===== config.mk =====
export PLATFORM = sky130hd
export DESIGN_NAME = ramb4_s2_s4_fifo_ctrl
export DESIGN_NICKNAME = d
export VERILOG_FILES = /design/src/rtl/ramb4_s2_s4_fifo_ctrl.sv
export SDC_FILE = /design/constraint.sdc
export NUM_CORES = 1
export LEC_CHECK = 0
export CAP_MARGIN = 10
export CELL_PAD_IN_SITES_DETAIL_PLACEMENT = 1
export CELL_PAD_IN_SITES_GLOBAL_PLACEMENT = 1
export CORE_MARGIN = 2
export CORE_UTILIZATION = 43
export DETAILED_ROUTE_END_ITERATION = 10
export DONT_BUFFER_PORTS = 1
export GPL_TIMING_DRIVEN = 0
export PLACE_DENSITY = 0.78
export SYNTH_ARGS = -nofsm -noshare
export SYNTH_HDL_FRONTEND = slang
export SYNTH_SLANG_ARGS = --single-unit

===== constraint.sdc =====
create_clock -name clk -period 2.8 [get_ports clk]
set_input_delay 0.42 -clock clk [delete_from_list [all_inputs] [get_ports clk]]
set_output_delay 0.42 -clock clk [all_outputs]
set_load 0.02 [all_outputs]

===== src/rtl/ramb4_s2_s4_fifo_ctrl.sv =====
// FIFO controller for a RAMB4_S2_S4 block RAM: 2-bit units pushed on port A,
// 4-bit words popped on port B, with occupancy flags and sticky error flags.
module ramb4_s2_s4_fifo_ctrl #(
   parameter logic [11:0] AFULL_THRESH  = 12'd1920,
   parameter logic [11:0] AEMPTY_THRESH = 12'd4
) (
   input  logic        clk,
   input  logic        rst,
   input  logic        wr_en,
   input  logic [1:0]  din,
   input  logic        rd_en,
   output logic [3:0]  dout,
   output logic        dout_valid,
   output logic        full,
   output logic        empty,
   output logic        almost_full,
   output logic        almost_empty,
   output logic [11:0] count,
   output logic        overflow,
   output logic        underflow,
   output logic [10:0] addra,
   output logic [1:0]  dia,
   output logic        ena,
   output logic        wea,
   output logic        rsta,
   output logic [9:0]  addrb,
   output logic [3:0]  dib,
   output logic        enb,
   output logic        web,
   output logic        rstb,
   input  logic [3:0]  dob
);

   logic [10:0] wr_ptr;
   logic [9:0]  rd_ptr;
   logic        push_ok;
   logic        pop_ok;

   assign full         = (count == 12'd2048);
   assign empty        = (count < 12'd2);
   assign almost_full  = (count >= AFULL_THRESH);
   assign almost_empty = (count <= AEMPTY_THRESH);

   // Gated by rst so the RAM enables stay low while reset is held,
   // even though the flags read as not-full during reset.
   assign push_ok = wr_en & ~full & ~rst;
   assign pop_ok  = rd_en & ~empty & ~rst;

   assign addra = wr_ptr;
   assign dia   = din;
   assign ena   = push_ok;
   assign wea   = push_ok;
   assign rsta  = 1'b0;
   assign addrb = rd_ptr;
   assign dib   = 4'b0000;
   assign enb   = pop_ok;
   assign web   = 1'b0;
   assign rstb  = 1'b0;
   assign dout  = dob;

   always_ff @(posedge clk or posedge rst) begin
      if (rst) begin
         wr_ptr     <= '0;
         rd_ptr     <= '0;
         count      <= '0;
         dout_valid <= 1'b0;
         overflow   <= 1'b0;
         underflow  <= 1'b0;
      end else begin
         if (push_ok) wr_ptr <= wr_ptr + 11'd1;
         if (pop_ok)  rd_ptr <= rd_ptr + 10'd1;
         count      <= count + {11'b0, push_ok} - {10'b0, pop_ok, 1'b0};
         dout_valid <= pop_ok;
         if (wr_en & full)  overflow  <= 1'b1;
         if (rd_en & empty) underflow <= 1'b1;
      end
   end

endmodule


==> flow_summary.json, run 1 <==
{
  "status": "finished with violations",
  "violations": "setup timing",
  "portBuffers": 0,
  "setup_viol": 4,
  "powerDensity_nw_per_um2": 1360,
  "ios": 66,
  "yosys_warnings": 0,
  "via_per_inst": 5.25,
  "grt_use_total_pct": 18.3,
  "critical_path.slowest_cell": "dfrtp_2",
  "drtIter0Drc": 44,
  "core_region_area_um2": 5110,
  "r2r_slack_ps": -120,
  "area_growth_pct": 21.3,
  "yosysUniqueCellTypes": 39,
  "finalCriticalPeriod_ps": 2920,
  "hold_class": "in -> async",
  "worstPathRequired_ps": 2970,
  "synth_top_area_share_pct": 39.6,
  "finish.utilization_pct": 54.1,
  "synthFlopType": "dfrtp_1",
  "r2r_start": "count[5]$_DFF_PP0_",
  "leakagePower_nw": 1.24,
  "worstMarginPinSlew_ps": 895,
  "rr_endpoint": "count[11]$_DFF_PP0_",
  "grt_max_degree": 38,
  "max_freq_ghz": 0.343,
  "crit_buf_inv": 1,
  "synth-adder-area-share_pct": 15.9,
  "synth_area_leader_cell": "dfrtp_1",
  "fin_hold_ws_ps": 150,
  "synthArstFlopShare_pct": 100,
  "dieArea_um2": 5890,
  "setup_ws_ps": -119,
  "syn_avg_cell_area_um2": 10.1,
  "worstPathCellList": "inv_2 -> ha_2 -> nand2b_1 -> a21boi_2 -> o311ai_4 -> ha_4 -> or3_1 -> a311o_1 -> o221ai_2 -> a31oi_1 -> xnor2_1",
  "start_kind": "register",
  "crit_type": "reg -> reg",
  "post-synth-top-count-cell": "dfrtp_1",
  "dp.cells": 301,
  "synth-seq-cells": 36,
  "root_buffer": "clkbuf_8",
  "post_drt_wl_per_cell_um": 16.1,
  "cts_tree": "built",
  "ant_nets": 0,
  "drt_pass1_iterations": 4,
  "max-vdd-ir-drop_mv": 0.597,
  "synth_area_leaders": "dfrtp_1 40%, ha_1 16%, xnor2_1 8.5%",
  "clockBufferDepth": 2,
  "cts_sinks": 36,
  "r2r_cells": 11,
  "num_rows": 26,
  "place_congestion": 0.819,
  "grt-ovfl-total": 0,
  "synth_cells": 225,
  "finalWirelength_um": 5140,
  "cts_buffers": 5,
  "clock_skew_ps": 9.84,
  "relSlewSlack_pct": 39.8,
  "synth_edf_count": 0,
  "synth_common_cells": "36 x dfrtp_1, 29 x ha_1, 22 x xnor2_1",
  "finalHoldViolCount": 0,
  "muxShareOfSynthArea_pct": 0.495,
  "htreeDepth": 2,
  "slew_violations": 0,
  "synth_xor_xnor_area_share_pct": 10.8,
  "instances_no_fill": 319,
  "yosys.area_share.simple_pct": 14.7,
  "die_h_um": 76.8,
  "grt_pass1_vias": 1769,
  "drive_above_1_share_pct": 31.3,
  "netlist_area_um2": 2280,
  "cpLargestDelayFamily": "compound AO/OA/AOI/OAI gates",
  "place_hpwl_um": 3650,
  "worstPathArrival_ps": 3090,
  "path_clk_slew_ps": 80,
  "maxCapViolations": 0,
  "clk_latency_ps": 290,
  "insertedDiodeCount": 0,
  "grt_pass1_wl_um": 8480,
  "antenna_found_initial": 0,
  "seq_area_frac_synth_pct": 39.6,
  "fillCellCount": 566,
  "worstPathMaxFanout": 3,
  "start_util_pct": 44.6,
  "slowest_delay_ps": 470,
  "fin_crit_sh_pct": 104,
  "via_count": 1675,
  "cp-end-kind": "register",
  "dieWidth_um": 76.8,
  "rsz0062_at_grt": "yes",
  "synth_top_family_by_area": "adder cells",
  "nets": 288,
  "drc": 0,
  "synth_compound_area_share_pct": 10.2
}
[kinds of logic after synthesis]
| group | count (synthesis) |
|---|---|
| XOR/XNOR | 28 |
| flip-flops | 36 |
| buffers and inverters | 36 |
| AO/OA/AOI/OAI | 28 |
| adder cells (fa/ha/maj) | 29 |
| AND/OR/NAND/NOR | 66 |
| other | 1 |
| multiplexers | 1 |
[per-stage QoR]
step | instance area (µm²) | power, mW | worst slack, ps | TNS, ps
final | 2760 | 3.76 | -119 | -171
after global routing | 2760 | 4.08 | -285 | -1330
after CTS | 2690 | 3.62 | -72.9 | -151
after detailed placement | 2460 | 2.97 | -555 | -2950
after global placement | 2460 | 2.93 | -593 | -2830
after floorplan | 2380 | 2.60 | -82.6 | -174
[cell type report]
type                    instances  area [µm²]  share of cell area (%)
repair buffers                 10        75.1                    2.72
inverters                      22        96.3                    3.49
clock buffers                   7        96.3                    3.49
multi-input cells             160        1390                    50.2
plain buffers                  14         105                    3.81
flip-flops and latches         36         913                    33.1
well taps                      70        87.6                    3.17
[power breakdown]
group	switching, mW	internal, mW
combinational	1.12	0.998
sequential	0.502	0.741
clock	0.184	0.219
total	1.80	1.96
[how the worst max path moves through the flow]
stage	end	cells after the start	from
after global placement	count[10]$_DFF_PP0_	10	rst
after CTS	count[11]$_DFF_PP0_	12	count[7]$_DFF_PP0_
final	count[11]$_DFF_PP0_	11	count[5]$_DFF_PP0_
after detailed placement	count[10]$_DFF_PP0_	10	rst
after floorplan	count[11]$_DFF_PP0_	12	count[4]$_DFF_PP0_
after global routing	count[11]$_DFF_PP0_	12	count[5]$_DFF_PP0_
[registers in the layout (all words and copies together), names as in the netlist]
name / count
addra: 11
dout_valid: 1
count: 12
underflow: 1
overflow: 1
addrb: 10
[cell usage in the layout (no fill, tap or decap), drive strengths merged, types with 2 or more instances in the layout]
master / n
inv: 21
or3: 2
a21o: 2
nor2: 12
buf: 24
nand3: 7
conb: 7
xnor2: 22
ha: 29
nor2b: 3
xor2: 6
a41oi: 2
nand2: 15
a21oi: 7
and3: 3
nand4: 6
nand2b: 6
nor3: 7
o21bai: 3
dfrtp: 36
clkbuf: 7
o21ai: 3
and4: 2
a31oi: 2
[routing by layer]
layer / share of wire [%] / global-route usage, % / vias to the layer above
li1: - / - / 790
met1: 40 / 20.3 / 821
met4: 3.0 / 8.55 / 0
met5: 0 / 0 / -
met2: 50 / 31.1 / 52
met3: 6.6 / 6.47 / 12
[timing repair]
action	in CTS	in global routing
hold buffers	0	0
endpoints found under the setup margin	7	7
gates cloned	1	0
buffers inserted	6	4
pin swaps	15	5
gates resized for setup	16	8
(Power assumes the default switching activity.)
==> run 2: changes to the inputs <==
--- a/config.mk
+++ b/config.mk
@@ -10,10 +10,11 @@
 export CELL_PAD_IN_SITES_GLOBAL_PLACEMENT = 1
 export CORE_MARGIN = 2
 export CORE_UTILIZATION = 43
+export CTS_CLUSTER_SIZE = 25
 export DETAILED_ROUTE_END_ITERATION = 10
 export DONT_BUFFER_PORTS = 1
 export GPL_TIMING_DRIVEN = 0
-export PLACE_DENSITY = 0.78
+export PLACE_DENSITY_LB_ADDON = 0.1
 export SYNTH_ARGS = -nofsm -noshare
 export SYNTH_HDL_FRONTEND = slang
 export SYNTH_SLANG_ARGS = --single-unit
==> flow_summary.json, run 2 (synthesis gave the netlist of run 1 again) <==
{
  "start_kind": "register",
  "cts_buffers": 5,
  "ant_nets": 0,
  "root_buffer": "clkbuf_8",
  "max_freq_ghz": 0.340,
  "htreeDepth": 2,
  "path_clk_slew_ps": 80,
  "insertedDiodeCount": 0,
  "crit_type": "reg -> reg",
  "drtIter0Drc": 32,
  "largest_reg_flops": 12,
  "worstPathArrival_ps": 3120,
  "grt_use_total_pct": 20.0,
  "dieWidth_um": 76.8,
  "relSlewSlack_pct": 43.3,
  "place_congestion": 0.902,
  "drt_pass1_iterations": 4,
  "final_cell_mix": "26 x dfrtp_1, 24 x buf_4, 21 x xnor2_1",
  "cp-end-kind": "register",
  "antenna_found_initial": 0,
  "nets": 290,
  "dp.cells": 301,
  "fin_crit_sh_pct": 105,
  "ios": 66,
  "start_util_pct": 44.6,
  "drc": 0,
  "setup_ws_ps": -140,
  "post_drt_wl_per_cell_um": 18.5,
  "drive_above_1_share_pct": 31.9,
  "worstMarginPinSlew_ps": 844,
  "num_rows": 26,
  "portBuffers": 0,
  "grt_max_degree": 38,
  "total_power_mw": 3.99,
  "leakagePower_nw": 1.26,
  "grt_pass1_wl_um": 9430,
  "max-vdd-ir-drop_mv": 0.789,
  "final_area_um2": 2810,
  "maxCapViolations": 0,
  "clock_skew_ps": 9.67,
  "hold_class": "in -> async",
  "clockBufferDepth": 2,
  "finalHoldViolCount": 0,
  "cts_tree": "built",
  "via_per_inst": 5.36,
  "status": "finished with violations",
  "area_growth_pct": 23.5,
  "dieArea_um2": 5890,
  "cts_sinks": 36,
  "final_common_cell": "dfrtp_1",
  "powerDensity_nw_per_um2": 1420,
  "instances_no_fill": 321,
  "setup_viol": 6,
  "r2r_slack_ps": -140,
  "place_hpwl_um": 4120,
  "clk_latency_ps": 290,
  "place_area_um2": 2460,
  "worstPathRequired_ps": 2980,
  "grt_pass1_vias": 1888,
  "worstPathMaxFanout": 5,
  "slew_violations": 0,
  "die_h_um": 76.8,
  "finalWirelength_um": 5940,
  "regMostFlops": "count",
  "finalCriticalPeriod_ps": 2940,
  "core_region_area_um2": 5110,
  "grt-ovfl-total": 0,
  "violations": "setup timing",
  "rsz0062_at_grt": "yes",
  "via_count": 1721
}
[run 2: cell count changes in the layout (fill, tap and decap cells not counted), moves of 2 or more]
cell   change
ha_2       -3
inv_2      -2
inv_4      +3
ha_4       +3
buf_6      +2
[run 2: cell type report]
class,count,area [µm²]
Multi-Input combinational cell,160,1410
Buffer,14,105
Tap cell,70,87.6
Inverter,22,104
Clock buffer,7,96.3
Timing Repair Buffer,12,97.6
Fill cell,563,2300
Sequential cell,36,913
[run 2: path summary, 6_finish.rpt]
path / cells past startpoint / from / to
max: 12 / count[8]$_DFF_PP0_ / count[11]$_DFF_PP0_
min in group clk: 1 / rd_en / underflow$_DFFE_PP0P_
min reg2reg: 1 / underflow$_DFFE_PP0P_ / underflow$_DFFE_PP0P_
min: 1 / rst / count[11]$_DFF_PP0_
max reg2reg: 12 / count[8]$_DFF_PP0_ / count[11]$_DFF_PP0_
max in group asynchronous: 1 / rst / count[2]$_DFF_PP0_
[run 2: metal layers]
metal | share of wire [%] | vias up | global-route usage [%] | wire length [µm]
li1 | - | 798 | - | -
met1 | 37 | 845 | 21.3 | 2190
met2 | 55 | 67 | 37.2 | 3290
met3 | 5.6 | 11 | 5.88 | 332
met4 | 2.1 | 0 | 6.91 | 124
met5 | 0 | - | 0 | 0
[run 2: stage by stage]
stage	setup TNS [ps]	hold slack (ps)	setup WS, ps	util [%]
3_5_place_dp	-3130	486	-632	48.3
2_1_floorplan	-174	388	-82.6	-
3_3_place_gp	-2780	477	-564	48.3
6_report	-469	139	-140	55.0
4_1_cts	-173	176	-74.0	53.1
5_1_grt	-1260	194	-244	55.0
[run 2: power by group]
group	total [mW]	internal, mW	switching [mW]
clock	0.405	0.219	0.186
sequential	1.25	0.741	0.509
combinational	2.33	1.12	1.21
[run 2: critical path: stages, from the launching register on]
cell and delay, ps:
dfrtp_2 500, inv_4 110, ha_4 140, nand4_1 130
a21oi_2 200, o311ai_4 140, ha_4 230, ha_4 220
or2_1 220, a311o_1 410, o221ai_2 240, a31oi_1 140
xnor2_1 140
[run 2: timing repair]
action,in CTS,in global routing
pin swaps,13,17
gates cloned,1,0
buffers inserted,8,4
endpoints found under the setup margin,7,7
resized for setup,16,16
hold buffers,0,0
==> run 3: changes to the inputs <==
--- a/config.mk
+++ b/config.mk
@@ -8,8 +8,9 @@
 export CAP_MARGIN = 10
 export CELL_PAD_IN_SITES_DETAIL_PLACEMENT = 1
 export CELL_PAD_IN_SITES_GLOBAL_PLACEMENT = 1
-export CORE_MARGIN = 2
-export CORE_UTILIZATION = 43
+export CORE_MARGIN = 3
+export CORE_UTILIZATION = 45
+export CTS_BUF_LIST = sky130_fd_sc_hd__clkbuf_8
 export CTS_CLUSTER_SIZE = 25
 export DETAILED_ROUTE_END_ITERATION = 10
 export DONT_BUFFER_PORTS = 1
==> flow_summary.json, run 3 (synthesis gave the netlist of run 1 again) <==
{
  "status": "finished with violations",
  "violations": "setup timing",
  "finalCriticalPeriod_ps": 2910,
  "drtIter0Drc": 50,
  "grt_pass1_vias": 1920,
  "final_cell_mix": "35 x buf_4, 26 x dfrtp_1, 22 x xnor2_1",
  "grt_pass1_wl_um": 9070,
  "relSlewSlack_pct": 39.5,
  "worstMarginPinSlew_ps": 899,
  "rsz0062_at_grt": "yes",
  "hold_class": "in -> async",
  "crit_type": "reg -> reg",
  "num_rows": 25,
  "grt_max_degree": 38,
  "worstPathArrival_ps": 3110,
  "finalWirelength_um": 5930,
  "ios": 66,
  "start_kind": "register",
  "powerDensity_nw_per_um2": 1400,
  "setup_ws_ps": -107,
  "critical_path.slowest_cell": "dfrtp_2",
  "max-vdd-ir-drop_mv": 0.700,
  "finalHoldViolCount": 0,
  "total_power_mw": 4.07,
  "clk_latency_ps": 290,
  "insertedDiodeCount": 0,
  "area_growth_pct": 27.5,
  "grt-ovfl-total": 0,
  "cpLargestDelayFamily": "compound AO/OA/AOI/OAI gates",
  "ant_nets": 0,
  "regMostFlops": "count",
  "drt_pass1_iterations": 4,
  "drive_above_1_share_pct": 34.4,
  "place_hpwl_um": 4090,
  "cts_buffers": 5,
  "slowest_delay_ps": 450,
  "root_buffer": "clkbuf_8",
  "dieWidth_um": 77.1,
  "largest_reg_flops": 12,
  "htreeDepth": 2,
  "nets": 300,
  "setup_viol": 4,
  "maxCapViolations": 0,
  "r2r_slack_ps": -110,
  "core_region_area_um2": 4820,
  "place_congestion": 0.869,
  "leakagePower_nw": 1.32,
  "path_clk_slew_ps": 70,
  "antenna_found_initial": 0,
  "grt_use_total_pct": 18.8,
  "dieArea_um2": 5950,
  "grt.busiest_layer": "met2",
  "die_h_um": 77.1,
  "cp-end-kind": "register",
  "worstPathCellList": "inv_2 -> ha_4 -> nand2b_1 -> a21boi_2 -> o311ai_4 -> ha_4 -> ha_4 -> or3_4 -> a311o_1 -> buf_4 -> buf_6 -> a21oi_4 -> xnor2_1",
  "final_common_cell": "buf_4",
  "max_freq_ghz": 0.344,
  "post_drt_wl_per_cell_um": 18.0,
  "clockBufferDepth": 2,
  "via_per_inst": 5.33,
  "start_util_pct": 47.3,
  "via_count": 1752,
  "grt_use_met3_pct": 5.99,
  "worstPathMaxFanout": 4,
  "cts_tree": "built",
  "cpMostUsedCell": "ha_4",
  "crit_buf_inv": 3,
  "clock_skew_ps": 6.73,
  "worstPathRequired_ps": 3010,
  "cts_sinks": 36,
  "portBuffers": 0,
  "grt_util_met1_pct": 19.6,
  "fin_crit_sh_pct": 104,
  "drc": 0,
  "slew_violations": 0,
  "finish.utilization_pct": 60.3,
  "grt_use_met2_pct": 35.6
}
-- run 3: cell types whose count changed in the layout (fill, tap and decap cells not counted), moves of 2 or more --
cell / previous run / this run
buf_4: 24 / 35
clkbuf_8: 7 / 5
inv_2: 5 / 7
inv_4: 7 / 5
-- run 3: timing repair --
item / in CTS / in global routing
resized for setup: 16 / 15
gates cloned: 1 / 0
setup endpoints to repair: 8 / 7
hold buffers: 0 / 0
setup buffers: 12 / 10
pin swaps: 15 / 15
-- run 3: final cells by class --
class	instances	area, µm²
inverter	22	98.8
fill	532	1910
clock inverter	3	38.8
sequential	36	913
clock buffer	5	68.8
buffer	14	105
multi-input combinational	160	1430
timing repair buffer	22	169
tap	67	83.8
-- run 3: worst reg2reg max path, cell delays in order, from the launching register on --
cell,delay [ps]
dfrtp_2,450
inv_2,80
ha_4,170
nand2b_1,160
a21boi_2,220
o311ai_4,140
ha_4,230
ha_4,160
or3_4,330
a311o_1,360
buf_4,150
buf_6,120
a21oi_4,140
xnor2_1,120
-- run 3: metrics by stage --
| step | hold WS [ps] | setup TNS [ps] | area [µm²] | std cells | setup WS (ps) |
|---|---|---|---|---|---|
| final | 153 | -330 | 2900 | 329 | -107 |
| after global routing | 196 | -1190 | 2900 | 329 | -226 |
| after CTS | 176 | -223 | 2740 | 319 | -112 |
| after detailed placement | 486 | -3060 | 2460 | 298 | -615 |
| after global placement | 472 | -2540 | 2460 | 298 | -530 |
| after floorplan | 388 | -174 | 2380 | 231 | -82.6 |
-- run 3: path summary, 6_finish.rpt --
| path | startpoint | endpoint | cells after the start |
|---|---|---|---|
| max in group asynchronous | rst | count[9]$_DFF_PP0_ | 1 |
| worst max register to register | count[4]$_DFF_PP0_ | count[7]$_DFF_PP0_ | 13 |
| min in group clk | rd_en | underflow$_DFFE_PP0P_ | 1 |
| worst min-delay path | rst | addra[2]$_DFFE_PP0P_ | 1 |
| worst min register to register | underflow$_DFFE_PP0P_ | underflow$_DFFE_PP0P_ | 1 |
| worst max-delay path | count[4]$_DFF_PP0_ | count[7]$_DFF_PP0_ | 13 |
-- run 3: per-layer routing --
metal	wire length, µm	share of wire [%]
met4	85	1.4
met5	0	0
met1	2310	39
met2	3170	53
met3	358	6.0
-- run 3: where the power goes --
part           total [mW]  switching, mW  internal [mW]
Combinational        2.38           1.22           1.16
Clock               0.449          0.188          0.261
Sequential           1.24          0.504          0.741
